## src/rtl/median_pkg.sv

```systemverilog
// Shared definitions for the median filter path: the default sample width
// and the window-former state encoding.
package median_pkg;

    localparam int DW_DEFAULT = 8;

    typedef enum logic [2:0] {
        IDLE   = 3'd0,
        PRIME  = 3'd1,
        PRIME2 = 3'd2,
        RUN    = 3'd3,
        FLUSH  = 3'd4
    } state_t;

endpackage

```

## src/rtl/median_window_if.sv

```systemverilog
// Sample stream in and 3-sample window stream out of the window former.
// The slave modport is the window former's view; master is the
// environment driving samples and accepting windows.
interface median_window_if #(
    parameter int DW = median_pkg::DW_DEFAULT
);
    logic [DW-1:0] in_data;
    logic          in_valid;
    logic          in_last;
    logic          in_ready;
    logic [DW-1:0] a0;
    logic [DW-1:0] a1;
    logic [DW-1:0] a2;
    logic          win_valid;
    logic          win_last;
    logic          win_ready;

    modport master (
        output in_data, in_valid, in_last, win_ready,
        input  in_ready, a0, a1, a2, win_valid, win_last
    );

    modport slave (
        input  in_data, in_valid, in_last, win_ready,
        output in_ready, a0, a1, a2, win_valid, win_last
    );
endinterface

```

## src/rtl/median_window.sv

```systemverilog
// Forms 3-sample sliding windows (oldest, middle, newest) from a framed
// sample stream for the downstream median stage. With EDGE_REPLICATE set,
// the first and last samples of a frame are replicated so every input
// sample yields one window; otherwise only windows of three real samples
// are produced. The output is a single registered slot with backpressure.
module median_window #(
    parameter int DW             = median_pkg::DW_DEFAULT,
    parameter int EDGE_REPLICATE = 1
) (
    input logic           clk,
    input logic           rst,
    median_window_if.slave bus
);
    import median_pkg::*;

    localparam bit REP = (EDGE_REPLICATE != 0);

    state_t        state_r;
    state_t        state_nxt_s;
    logic [DW-1:0] w_old_r;
    logic [DW-1:0] w_mid_r;
    logic [DW-1:0] w_new_r;
    logic [DW-1:0] w_old_nxt_s;
    logic [DW-1:0] w_mid_nxt_s;
    logic [DW-1:0] w_new_nxt_s;
    logic [DW-1:0] a0_r;
    logic [DW-1:0] a1_r;
    logic [DW-1:0] a2_r;
    logic [DW-1:0] a0_nxt_s;
    logic [DW-1:0] a1_nxt_s;
    logic [DW-1:0] a2_nxt_s;
    logic          win_valid_r;
    logic          win_last_r;
    logic          win_valid_nxt_s;
    logic          win_last_nxt_s;
    logic          slot_free_s;
    logic          in_ready_s;
    logic          in_xfer_s;

    // Slot can take a new window when empty or being drained this cycle;
    // no sample is accepted in reset or while the flush window is pending.
    always_comb begin
        slot_free_s = !win_valid_r || bus.win_ready;
        in_ready_s  = !rst && (state_r != FLUSH) && slot_free_s;
        in_xfer_s   = bus.in_valid && in_ready_s;
    end

    // Next-state, window shift and output slot logic.
    always_comb begin
        state_nxt_s     = state_r;
        a0_nxt_s        = a0_r;
        a1_nxt_s        = a1_r;
        a2_nxt_s        = a2_r;
        win_valid_nxt_s = win_valid_r && !bus.win_ready;
        win_last_nxt_s  = win_last_r && !bus.win_ready;

        if (in_xfer_s) begin
            w_old_nxt_s = w_mid_r;
            w_mid_nxt_s = w_new_r;
            w_new_nxt_s = bus.in_data;
        end else begin
            w_old_nxt_s = w_old_r;
            w_mid_nxt_s = w_mid_r;
            w_new_nxt_s = w_new_r;
        end

        case (state_r)
            IDLE: begin
                if (in_xfer_s && REP) begin
                    // first sample fills the whole window (left-edge replication)
                    w_old_nxt_s = bus.in_data;
                    w_mid_nxt_s = bus.in_data;
                    if (bus.in_last) begin
                        a0_nxt_s        = bus.in_data;
                        a1_nxt_s        = bus.in_data;
                        a2_nxt_s        = bus.in_data;
                        win_valid_nxt_s = 1'b1;
                        win_last_nxt_s  = 1'b1;
                        state_nxt_s     = IDLE;
                    end else begin
                        state_nxt_s = PRIME;
                    end
                end else if (in_xfer_s) begin
                    state_nxt_s = bus.in_last ? IDLE : PRIME;
                end else begin
                    state_nxt_s = IDLE;
                end
            end
            PRIME: begin
                if (in_xfer_s && REP) begin
                    a0_nxt_s        = w_old_r;
                    a1_nxt_s        = w_mid_r;
                    a2_nxt_s        = bus.in_data;
                    win_valid_nxt_s = 1'b1;
                    win_last_nxt_s  = 1'b0;
                    state_nxt_s     = bus.in_last ? FLUSH : RUN;
                end else if (in_xfer_s) begin
                    // a two-sample frame has no full window: drop it
                    state_nxt_s = bus.in_last ? IDLE : PRIME2;
                end else begin
                    state_nxt_s = PRIME;
                end
            end
            PRIME2, RUN: begin
                if (in_xfer_s) begin
                    a0_nxt_s        = w_mid_r;
                    a1_nxt_s        = w_new_r;
                    a2_nxt_s        = bus.in_data;
                    win_valid_nxt_s = 1'b1;
                    win_last_nxt_s  = bus.in_last && !REP;
                    if (bus.in_last) begin
                        state_nxt_s = REP ? FLUSH : IDLE;
                    end else begin
                        state_nxt_s = RUN;
                    end
                end else begin
                    state_nxt_s = state_r;
                end
            end
            FLUSH: begin
                if (slot_free_s) begin
                    // right-edge replication of the final sample
                    a0_nxt_s        = w_mid_r;
                    a1_nxt_s        = w_new_r;
                    a2_nxt_s        = w_new_r;
                    win_valid_nxt_s = 1'b1;
                    win_last_nxt_s  = 1'b1;
                    state_nxt_s     = IDLE;
                end else begin
                    state_nxt_s = FLUSH;
                end
            end
            default: begin
                state_nxt_s = IDLE;
            end
        endcase
    end

    // State, window and output slot registers.
    always_ff @(posedge clk or posedge rst) begin
        if (rst) begin
            state_r     <= IDLE;
            w_old_r     <= {DW{1'b0}};
            w_mid_r     <= {DW{1'b0}};
            w_new_r     <= {DW{1'b0}};
            a0_r        <= {DW{1'b0}};
            a1_r        <= {DW{1'b0}};
            a2_r        <= {DW{1'b0}};
            win_valid_r <= 1'b0;
            win_last_r  <= 1'b0;
        end else begin
            state_r     <= state_nxt_s;
            w_old_r     <= w_old_nxt_s;
            w_mid_r     <= w_mid_nxt_s;
            w_new_r     <= w_new_nxt_s;
            a0_r        <= a0_nxt_s;
            a1_r        <= a1_nxt_s;
            a2_r        <= a2_nxt_s;
            win_valid_r <= win_valid_nxt_s;
            win_last_r  <= win_last_nxt_s;
        end
    end

    assign bus.in_ready  = in_ready_s;
    assign bus.a0        = a0_r;
    assign bus.a1        = a1_r;
    assign bus.a2        = a2_r;
    assign bus.win_valid = win_valid_r;
    assign bus.win_last  = win_last_r;

endmodule

```

## src/flat_wrapper.sv

```systemverilog
// flat-port wrapper written by rule: the top's interface ports become plain ports
module median_window_flat import median_pkg::*;
#(
    parameter int DW             = median_pkg::DW_DEFAULT,
    parameter int EDGE_REPLICATE = 1
)
  (clk, rst, bus_in_data, bus_in_valid, bus_in_last, bus_win_ready, bus_in_ready, bus_a0, bus_a1, bus_a2, bus_win_valid, bus_win_last);
  median_window_if #(.DW(DW)) bus_i ();
  input logic clk;
  input logic rst;
  input wire logic [$bits(bus_i.in_data)-1:0] bus_in_data;
  input wire logic [$bits(bus_i.in_valid)-1:0] bus_in_valid;
  input wire logic [$bits(bus_i.in_last)-1:0] bus_in_last;
  input wire logic [$bits(bus_i.win_ready)-1:0] bus_win_ready;
  output wire logic [$bits(bus_i.in_ready)-1:0] bus_in_ready;
  output wire logic [$bits(bus_i.a0)-1:0] bus_a0;
  output wire logic [$bits(bus_i.a1)-1:0] bus_a1;
  output wire logic [$bits(bus_i.a2)-1:0] bus_a2;
  output wire logic [$bits(bus_i.win_valid)-1:0] bus_win_valid;
  output wire logic [$bits(bus_i.win_last)-1:0] bus_win_last;
  assign bus_i.in_data = bus_in_data;
  assign bus_i.in_valid = bus_in_valid;
  assign bus_i.in_last = bus_in_last;
  assign bus_i.win_ready = bus_win_ready;
  assign bus_in_ready = bus_i.in_ready;
  assign bus_a0 = bus_i.a0;
  assign bus_a1 = bus_i.a1;
  assign bus_a2 = bus_i.a2;
  assign bus_win_valid = bus_i.win_valid;
  assign bus_win_last = bus_i.win_last;
  median_window #(.DW(DW), .EDGE_REPLICATE(EDGE_REPLICATE)) u_core (.clk(clk), .rst(rst), .bus(bus_i));
endmodule
```

## config.mk

```make
export PLATFORM = sky130hd
export DESIGN_NAME = median_window_flat
export DESIGN_NICKNAME = d
export VERILOG_FILES = /design/src/rtl/median_pkg.sv /design/src/rtl/median_window_if.sv /design/src/rtl/median_window.sv /design/src/flat_wrapper.sv
export SDC_FILE = /design/constraint.sdc
export NUM_CORES = 1
export LEC_CHECK = 0
export BUFFER_PORTS_ARGS = -buffer_cell sky130_fd_sc_hd__buf_2
export CAP_MARGIN = 20
export CORE_MARGIN = 2
export CORE_UTILIZATION = 40
export DETAILED_ROUTE_END_ITERATION = 10
export GPL_ROUTABILITY_DRIVEN = 0
export PLACE_DENSITY = 0.7
export SLEW_MARGIN = 20
export SYNTH_ARGS = -nofsm -noshare
export SYNTH_HDL_FRONTEND = slang
export SYNTH_SLANG_ARGS = --single-unit
```

## constraint.sdc

```tcl
create_clock -name clk -period 2.1 [get_ports clk]
set_input_delay 0.21 -clock clk [delete_from_list [all_inputs] [get_ports clk]]
set_output_delay 0.21 -clock clk [all_outputs]
set_load 0.02 [all_outputs]
```

* Word level (Yosys, flattened, before mapping) *
Cells that the tools add are included.

word-level totals
  register bits = 53
  input bits = 13
  output and inout bits = 27
  word-level logic and storage cells = 70

operators by class
  equality and inequality tests = 11
  muxes and demuxes = 34
  reductions and logical operators = 16

operator list
  operator              number
  $mux W8               14
  $pmux W8 S4           2
  $pmux W8 S3           1
  $mux W3               4
  $pmux W3 S4           1
  $mux W1               10
  $ne A2 B1 Y1 const B  5
  $eq A3 B2 Y1 const B  2
  $pmux W1 S3           2
  $reduce_and A6 Y1     1
  $logic_and A1 B1 Y1   5
  $reduce_and A5 Y1     1
  $reduce_bool A4 Y1    1
  $eq A3 B1 Y1 const B  1
  $eq A3 B3 Y1 const B  1
  $logic_not A1 Y1      3
  $logic_not A3 Y1      1
  $ne A3 B3 Y1 const B  1
  $reduce_bool A3 Y1    1
  $reduce_or A3 Y1      1
  $ne A2 B2 Y1 const B  1
  $reduce_or A2 Y1      1
  $logic_or A1 B1 Y1    1

* Logic depth before layout (Yosys ltp) *
Gate-level depths: netlist of run 1.

  word-level depth = 7
  mapped depth = 6
  gate-level depth less buffers = 4

* Worst setup path after synthesis of run 1 *
No wires, ideal clock.

  path kind = input to output
  start point = input rst
  end point = output bus_in_ready
  data arrival time = 1.763 ns
  required time = 1.890 ns
  path slack = 0.127 ns
  cell stages on the path = 2
  path buffers = 0
  cell sequence = inv_1 and3_1

on the way
  cells in the longest elaborated chain, start to end = 3

RTL lines
  element                            line                 RTL
  start: declaration                 flat_wrapper.sv:10   input logic rst;
  $logic_not A1 Y1                   median_window.sv:44  in_ready_s = !rst && (state_r != FLUSH) && slot_free_s;
  $logic_and A1 B1 Y1 (2 in series)  median_window.sv:44
  end: declaration                   flat_wrapper.sv:15   output wire logic [$bits(bus_i.in_ready)-1:0] bus_in_ready;

No other way between the ends.

* Worst setup path in the final report of run 1 *
  start point = register u_core.state_r[2]
  end point = register u_core.a1_r[7] (netlist: u_core.bus.a1[7])

on the way
  cells in the longest elaborated chain, start to end = 6
  elaborated cells between the ends (all ways) = 18
  those cells by class = eq/ne (10); mux (1); reduce/logical (7)

RTL lines
  element                             line                  RTL
  start: declaration                  median_window.sv:18   state_t state_r;
  start signal: assignment            median_window.sv:152  state_r <= state_nxt_s;
  $ne A3 B3 Y1                        median_window.sv:44
  $logic_and A1 B1 Y1 (2 in series)   median_window.sv:44
  $logic_and A1 B1 Y1                 median_window.sv:45   in_xfer_s = bus.in_valid && in_ready_s;
  $ne A2 B1 Y1 (no source line)       -
  $reduce_and A6 Y1 (no source line)  -
  end signal: assignment              median_window.sv:147  a1_r <= {DW{1'b0}};
  end signal: assignment              median_window.sv:157  a1_r <= a1_nxt_s;
  end: declaration                    median_window.sv:27   logic [DW-1:0] a1_r;

Parallel ways exist; a longest one is shown, timed or not.
A chain may end at the register's enable or synchronous reset.

==> impl_results.md, run 1 <==
- # port buffers: 39
- Hold slack: 0.0909 ns
- Synth warn: 0
- Inserted Clock Buffers: 5
- Post-CTS sizing: 0
- Fmax: 532 MHz
- Largest net degree at the start of global routing: 54
- Crit-path max cell delay: 0.52 ns
- Psw: 1.76 mW
- Die area: 0.00798 mm2
- Clock Tree Buf Depth: 2
- Top-Level Pins: 40
- Post-CTS setup buffer count: 0
- Synth area leaders: dfrtp_1 46%, mux2_2 7.3%, o21ai_0 5.3%
- Sequential fraction of design power: 40.6%
- CP endpoint kind: flop
- Arrival time at the worst endpoint: 2.08 ns
- Root Buffer: clkbuf_8
- Vias in the first global route: 2267
- Cell Pwr Density: 1300 mW/mm2
- Worst Path Buf+Inv: 1
- CTS tree: yes
- CP Launch Type: flop
- Sink Count: 53
- Starting density of the core: 40.8%
- Layout Nets: 321
- Final count of pins violating max slew: 0
- Final Hold Vio Count: 0
- Design area: 0.00329 mm2
- Final wirelength: 6.68 mm
- Dominant cell type by area after synthesis: dfrtp_1
- Max Cap Viol: 0
- Dpl cell area: 0.00320 mm2
- Die Wd: 89.3 um
- Worst-margin pin slew: 0.804 ns
- Most numerous cell in the Yosys netlist: dfrtp_1
- GR Overflow Total: 0
- Final period utilization: 89.5%
- Synth-to-Final Area Change: 13.2%
- Post-DP HPWL: 4.63 mm
- Clock power frac: 14.6%
- Share of post-route cells with drive strength above 1: 29.4%
- Post-Synthesis Cells: 275
- Mapped Area: 0.00291 mm2
- Avg WL per Cell: 16.4 um
- Hold bufs inserted after CTS: 0
- Max_slew headroom: 46.2%
- Crit Path Max Fanout: 24
- EDFF count, synth: 0
- Hold crit path type: in -> async
- Cell variety after synth: 31
- Core area: 0.00714 mm2
- FP Rows: 31
- Sw Ratio: 41.2%
- Total global-route track usage: 18.3%
- Slowest CP cell: dfrtp_1
- H-Tree Depth: 2
- Ys async rst share: 100%
- DRT iter0 DRCs: 187
- Clock insertion delay at the later pin of the skew report: 0.32 ns
- Post-route ant nets: 0
- Avg Cell Area, Syn: 10.6 um2
- Status: completed
- Top Family by Delay on Critical Path: simple AND/OR/NAND/NOR gates
- Yosys reg bits: 53
- Drt first pass iters: 4
- Post-synth net total: 288
- Die extent in y: 89.3 um
- Share of the synthesized area in the top cell type: 45.6%
- Int Pwr: 2.52 mW
- Vias: 2296
- Primary FF master, synth: dfrtp_1
- Initial antenna violation count: 0
- WP data required: 2.30 ns
- Stages on the worst setup path: 5
- Worst vdd ir: 0.606 mV
- Seq/Total Area, Yosys: 45.6%
- Leakage: 1.32 nW
- Critical path cell sequence: or3b_1, o31a_4, nor2_8, buf_12, mux2_2
- Antenna diodes: 0
- DRC Markers: 0
- Fin crit period: 1.88 ns
- First-pass GRT wire length: 11.2 mm
- CP Class: reg -> reg
- RSZ-0062 raised after global routing: no
- Endpoints failing setup: 0
- CTS clk-pin slew, worst paths: 0.11 ns
- Setup Skew: 0.0156 ns
- Top cells by count, synth: 53 x dfrtp_1, 31 x o21ai_0, 19 x mux2_2, 19 x nor2_1, 18 x a211oi_1
- Setup_tns: 0 ns
- Vias per cell: 5.63
- R2r worst-path depth: 5
- Combinational power share: 44.8%
==> flip-flops by register name (all words and copies together), names as in the netlist <==
signal / count
u_core.bus.a0: 8
u_core.w_new_r: 8
u_core.bus.a1: 8
u_core.w_mid_r: 8
u_core.bus.win_last: 1
u_core.bus.win_valid: 1
u_core.w_old_r: 8
u_core.state_r: 3
u_core.bus.a2: 8
==> metal layers <==
layer	GRT usage, %	routed length (um)
met5	0	0
met4	5.16	81
met3	2.68	252
met2	29.4	3180
met1	25.9	3170
==> logic make-up after synthesis <==
kind of cell	synth area share [%]
AOI/OAI and AO/OA	22.9
buffers and inverters	5.24
DFF	45.6
muxes	16.5
and+or+nand+nor	9.80
==> worst min-delay path, stage by stage <==
cell   delay (ns)
buf_2        0.11
inv_2        0.04
buf_4        0.53
==> metrics by stage <==
step           utilization [%]  setup WS (ns)  instances  power (mW)
2_1_floorplan                -          0.127        275        3.09
3_3_place_gp              44.8          0.281        400        3.61
3_5_place_dp              44.8          0.223        400        3.68
4_1_cts                   46.2          0.208        408        4.31
5_1_grt                   46.2         0.0258        408        4.60
6_report                  46.2          0.221        408        4.28
==> layout by cell type (no fill, tap or decap), types with 2 or more instances in the layout <==
| master | synthesis | final |
|---|---|---|
| nand3_1 | 2 | 2 |
| dfrtp_1 | 53 | 53 |
| buf_4 | 0 | 10 |
| nand2_1 | 2 | 2 |
| a221oi_1 | 16 | 16 |
| mux2_4 | 8 | 8 |
| o22ai_1 | 16 | 16 |
| buf_2 | 10 | 39 |
| nor2_1 | 19 | 19 |
| nor2b_1 | 10 | 10 |
| mux2_1 | 13 | 13 |
| and3_1 | 2 | 2 |
| a211oi_1 | 18 | 18 |
| or2_2 | 2 | 2 |
| mux2_2 | 19 | 19 |
| nand2b_1 | 11 | 11 |
| clkbuf_8 | 0 | 5 |
| a21oi_1 | 17 | 17 |
| o21ai_1 | 2 | 2 |
| buf_12 | 1 | 2 |
| o21ai_0 | 31 | 31 |
==> power groups by stage <==
stage / registers [mW] / clock network (mW) / logic [mW]
finish: 1.74 / 0.624 / 1.92
global route: 1.81 / 0.672 / 2.12
CTS: 1.74 / 0.642 / 1.93
detailed placement: 1.76 / 0 / 1.92
global placement: 1.75 / 0 / 1.86
floorplan: 1.96 / 0 / 1.12
==> final cells by class <==
class | instances | area (um2)
Fill cell | 705 | 3840
Multi-Input combinational cell | 196 | 1430
Sequential cell | 53 | 1330
Timing Repair Buffer | 51 | 310
Tap cell | 99 | 124
Clock buffer | 5 | 68.8
Clock inverter | 3 | 28.8
Inverter | 1 | 3.75
==> worst paths after layout <==
kind	from	endpoint	slack, ns
max	u_core.state_r[2]	u_core.bus.a1[7]	0.22
min	rst	u_core.w_old_r[3]	0.09
max in group asynchronous	rst	u_core.bus.a1[2]	1.57
max reg2reg	u_core.state_r[2]	u_core.bus.a1[7]	0.22
min reg2reg	u_core.bus.a1[1]	u_core.bus.a1[1]	0.49
min in group clk	bus_in_last	u_core.state_r[0]	0.11
(Power assumes the default switching activity.)
==> inputs of run 2 (changes only) <==
--- a/config.mk
+++ b/config.mk
@@ -16,3 +16,4 @@
 export SYNTH_ARGS = -nofsm -noshare
 export SYNTH_HDL_FRONTEND = slang
 export SYNTH_SLANG_ARGS = --single-unit
+export TNS_END_PERCENT = 100
==> constraint.sdc (replaced) <==
create_clock -name clk -period 2.1 [get_ports clk]
set_input_delay 0.21 -clock clk [delete_from_list [all_inputs] [get_ports clk]]
set_output_delay 0.21 -clock clk [all_outputs]
set_load 0.1 [all_outputs]
==> run 2 against run 1 <==
Net effect: register-to-register slack worse by 0.06 ns; sequential share of layout area hardly changed; clock skew fell by 0.0051 ns; critical path depth fell by 2; design area is the same; setup slack lost 0.13 ns; worst hold slack improved by 0.019 ns; highest routed layer unchanged; non-clock buffer count up 2.
==> impl_results.md, run 2 (same netlist as run 1, synthesis figures left out) <==
- Setup_tns: 0 ns
- Clock insertion delay at the later pin of the skew report: 0.32 ns
- DRT iter0 DRCs: 156
- Die area: 0.00798 mm2
- Leading cell type in the layout, fill and taps excluded: dfrtp_1
- Reg-to-Reg End: u_core.w_mid_r[0]
- Sink Count: 53
- Final Hold Vio Count: 0
- Layout Nets: 323
- Fin crit period: 2.01 ns
- FP Rows: 31
- Share of post-route cells with drive strength above 1: 30.2%
- Inserted Clock Buffers: 5
- Core area: 0.00714 mm2
- Drt first pass iters: 4
- Vias in the first global route: 2098
- Most frequent cells in the layout: 52 x dfrtp_1, 39 x buf_2, 31 x o21ai_0
- H-Tree Depth: 2
- DRC Markers: 0
- Worst-margin pin slew: 0.668 ns
- Crit-path max cell delay: 0.50 ns
- Worst reg2reg setup slack: 0.16 ns
- Top Family by Delay on Critical Path: simple AND/OR/NAND/NOR gates
- Final wirelength: 6.55 mm
- CTS clk-pin slew, worst paths: 0.09 ns
- Die Wd: 89.3 um
- Largest net degree at the start of global routing: 54
- Hold bufs inserted after CTS: 0
- R2r worst-path depth: 4
- First-pass GRT wire length: 10.6 mm
- Critical path cell sequence: or3b_1, and3_1, buf_2
- Pre-CTS setup slack: 0.121 ns
- WP data required: 1.89 ns
- Avg WL per Cell: 16.0 um
- Top-Level Pins: 40
- CTS tree: yes
- Synth-to-Final Area Change: 13.2%
- CP endpoint kind: output pin
- Antenna diodes: 0
- CP Launch Type: flop
- Max Cap Viol: 0
- Root Buffer: clkbuf_8
- Starting density of the core: 40.8%
- Die extent in y: 89.3 um
- Total global-route track usage: 17.4%
- Post-DP HPWL: 4.43 mm
- Worst reg2reg path startpoint: u_core.state_r[2]
- Status: completed
- Post-route ant nets: 0
- Max_slew headroom: 55.5%
- # port buffers: 39
- Fillers: 708
- Fmax: 498 MHz
- Final count of pins violating max slew: 0
- Vias: 2325
- Clock Tree Buf Depth: 2
- Endpoints failing setup: 0
- Worst Path Buf+Inv: 1
- Final period utilization: 95.6%
- Vias per cell: 5.67
- Hold crit path type: in -> async
- Setup ws final: 0.0925 ns
- Crit Path Max Fanout: 9
- RSZ-0062 raised after global routing: no
- GR Overflow Total: 0
- Slowest CP cell: or3b_1
- Initial antenna violation count: 0
- Arrival time at the worst endpoint: 1.80 ns
- Setup Skew: 0.0106 ns
- CP Class: reg -> out
run 2: worst max path at each step:
| stage | startpoint | to | slack [ns] | depth (start not counted) |
|---|---|---|---|---|
| finish | u_core.state_r[2] | bus_in_ready | 0.09 | 3 |
| detailed placement | u_core.state_r[2] | u_core.bus.a1[0] | 0.12 | 5 |
| global placement | u_core.state_r[2] | u_core.bus.a1[0] | 0.17 | 5 |
| global route | u_core.state_r[2] | bus_in_ready | 0.005 | 3 |
| CTS | u_core.state_r[2] | bus_in_ready | 0.02 | 3 |
| floorplan | u_core.bus.win_valid | u_core.bus.a1[0] | 0.01 | 4 |
run 2: layout make-up:
type / count / area (um2) / share of cell area [%]
sequential: 53 / 1330 / 40.3
multi-input combinational: 196 / 1430 / 43.5
clock inverter: 3 / 21.3 / 0.646
tap: 99 / 124 / 3.76
clock buffer: 5 / 68.8 / 2.09
inverter: 1 / 7.51 / 0.228
timing repair buffer: 53 / 313 / 9.49
run 2: timing repair:
| item | in CTS | in global routing |
|---|---|---|
| resized for setup | 0 | 1 |
| hold endpoints to repair | 0 | 0 |
| setup buffers | 0 | 0 |
| setup endpoints to repair | 0 | 6 |
run 2: worst min-delay path, delay by kind of cell:
| kind | cells | cell delay [ns] |
|---|---|---|
| buf+inv | 3 | 0.71 |
run 2: routing by layer:
metal  GRT usage, %  part of all wire (%)
met5              0                     0
met1           26.2                    49
met3           2.95                   5.7
met2           25.3                    44
met4           5.56                   1.5
run 2: per-stage QoR:
step                      utilization [%]  area (um2)  hold slack (ns)  std cells
after floorplan                         -        2920            0.274        275
after global placement               44.8        3200            0.451        401
after detailed placement             44.8        3200            0.453        401
after CTS                            46.0        3290            0.114        409
after global routing                 46.2        3290            0.101        410
final                                46.2        3290            0.110        410
Power of run 2 is not shown: default switching activity piles up to over one toggle a cycle in this logic, so the estimate is an artifact.
==> inputs of run 3 (changes only) <==
--- a/config.mk
+++ b/config.mk
@@ -7,6 +7,7 @@
 export LEC_CHECK = 0
 export BUFFER_PORTS_ARGS = -buffer_cell sky130_fd_sc_hd__buf_2
 export CAP_MARGIN = 20
+export CORE_ASPECT_RATIO = 0.9
 export CORE_MARGIN = 2
 export CORE_UTILIZATION = 40
 export DETAILED_ROUTE_END_ITERATION = 10
==> run 3 against run 2 <==
Net effect: flip-flop and latch count is the same; register-to-register slack gained 0.06 ns; die area barely moved; largest cell class unchanged.
==> impl_results.md, run 3 (same netlist as run 1, synthesis figures left out) <==
- Clock Tree Buf Depth: 2
- Avg WL per Cell: 16.6 um
- Synth-to-Final Area Change: 12.2%
- Vias: 2286
- Worst reg2reg path startpoint: u_core.state_r[0]
- Highest Signal Layer: met4
- Root Buffer: clkbuf_8
- Post-CTS setup buffer count: 0
- First-pass GRT wire length: 11.2 mm
- Final wirelength: 6.67 mm
- Worst Setup SP: u_core.state_r[0]
- Inserted Clock Buffers: 5
- H-Tree Depth: 2
- Total global-route track usage: 17.7%
- Antenna diodes: 0
- Setup_tns: 0 ns
- GR Overflow Total: 0
- Met2 WL: 2.86 mm
- Sink Count: 53
- Layout Nets: 321
- Fillers: 672
- Vias in the first global route: 2106
- Die extent in y: 84.9 um
- CTS tree: yes
- Leading cell type in the layout, fill and taps excluded: dfrtp_1
- Endpoints failing setup: 0
- Hold path depth: 2
- Setup ws final: 0.223 ns
- CP Launch Type: flop
- Design area: 0.00327 mm2
- Max_slew headroom: 34.8%
- Crit Path Max Fanout: 18
- Top-Level Pins: 40
- Hold crit path type: in -> reg
- Largest net degree at the start of global routing: 54
- Dpl cells: 394
- Hold path start: bus_in_last
- Finished Layout Cells: 401
- Slowest CP cell: or2_2
- CTS clk-pin slew, worst paths: 0.09 ns
- Fmax: 533 MHz
- Worst reg2reg setup slack: 0.22 ns
- Die Wd: 93.9 um
- Final period utilization: 89.4%
- Post-route ant nets: 0
- Post-CTS sizing: 0
- Dpl cell area: 0.00318 mm2
- Arrival time at the worst endpoint: 2.07 ns
- FP Rows: 29
- Most frequent cells in the layout: 53 x dfrtp_1, 39 x buf_2, 31 x o21ai_0
- WP data required: 2.30 ns
- WL met1: 3.24 mm
- Vias per cell: 5.70
- R2r worst-path depth: 5
- Final Hold Vio Count: 0
- Die area: 0.00798 mm2
- Final count of pins violating max slew: 0
- Initial antenna violation count: 0
- Reg-to-Reg End: u_core.bus.a0[2]
- DRT iter0 DRCs: 114
- Worst-margin pin slew: 0.974 ns
- Hold Path End: u_core.state_r[0]
- Status: completed
- Starting density of the core: 41.4%
- Pre-CTS setup slack: 0.259 ns
- Fin crit period: 1.88 ns
- Crit-path max cell delay: 0.48 ns
- Max Cap Viol: 0
- Hold bufs inserted after CTS: 0
- Setup Skew: 0.00680 ns
- DRC Markers: 0
- Top Family by Delay on Critical Path: simple AND/OR/NAND/NOR gates
- Clock insertion delay at the later pin of the skew report: 0.30 ns
- Drt first pass iters: 4
- # port buffers: 39
- Worst Path Buf+Inv: 1
- RSZ-0062 raised after global routing: no
- Post-DP HPWL: 4.59 mm
- Critical path cell sequence: buf_4, or2_2, a211oi_1, a221oi_1, mux2_4
- CP endpoint kind: flop
- CP Class: reg -> reg
- Core area: 0.00704 mm2
- Share of post-route cells with drive strength above 1: 28.9%
- Detail Route met3 WL: 514 um
run 3: changes by cell type in the layout (fill, tap and decap cells not counted), sizes merged:
cell      delta
inv          -1
clkbuf       +2
clkinv       -1
clkinvlp     -1
buf          -2
run 3: through the flow:
step,hold WS [ns],util (%)
2_1_floorplan,0.274,-
3_3_place_gp,0.457,45.2
3_5_place_dp,0.453,45.2
4_1_cts,0.130,46.4
5_1_grt,0.129,46.4
6_report,0.131,46.4
run 3: final cells by class:
| type | count | area, um2 | area share (%) |
|---|---|---|---|
| clock buffer | 7 | 86.3 | 2.64 |
| tap | 93 | 116 | 3.56 |
| multi-input combinational | 196 | 1430 | 43.9 |
| inverter | 1 | 7.51 | 0.230 |
| sequential | 53 | 1330 | 40.6 |
| timing repair buffer | 51 | 298 | 9.12 |
run 3: worst max path at each step:
stage	to	slack [ns]	cells past startpoint
CTS	bus_in_ready	0.22	3
global route	u_core.bus.a0[2]	0.10	5
finish	u_core.bus.a0[2]	0.22	5
floorplan	u_core.bus.a1[0]	0.01	4
detailed placement	u_core.bus.a0[2]	0.26	5
global placement	u_core.bus.a0[4]	0.29	5
run 3: worst register-to-register path, stage by stage (launching register included):
cell and delay, ns:
dfrtp_1 0.41, buf_4 0.20, or2_2 0.48, a211oi_1 0.29
a221oi_1 0.11, mux2_4 0.28
run 3: metal layers:
layer | track usage (%) | vias up
li1 | - | 1104
met1 | 28.2 | 1102
met2 | 25.1 | 72
met3 | 3.02 | 8
met4 | 4.08 | 0
met5 | 0 | -
Power of run 3 is left out for the same reason.
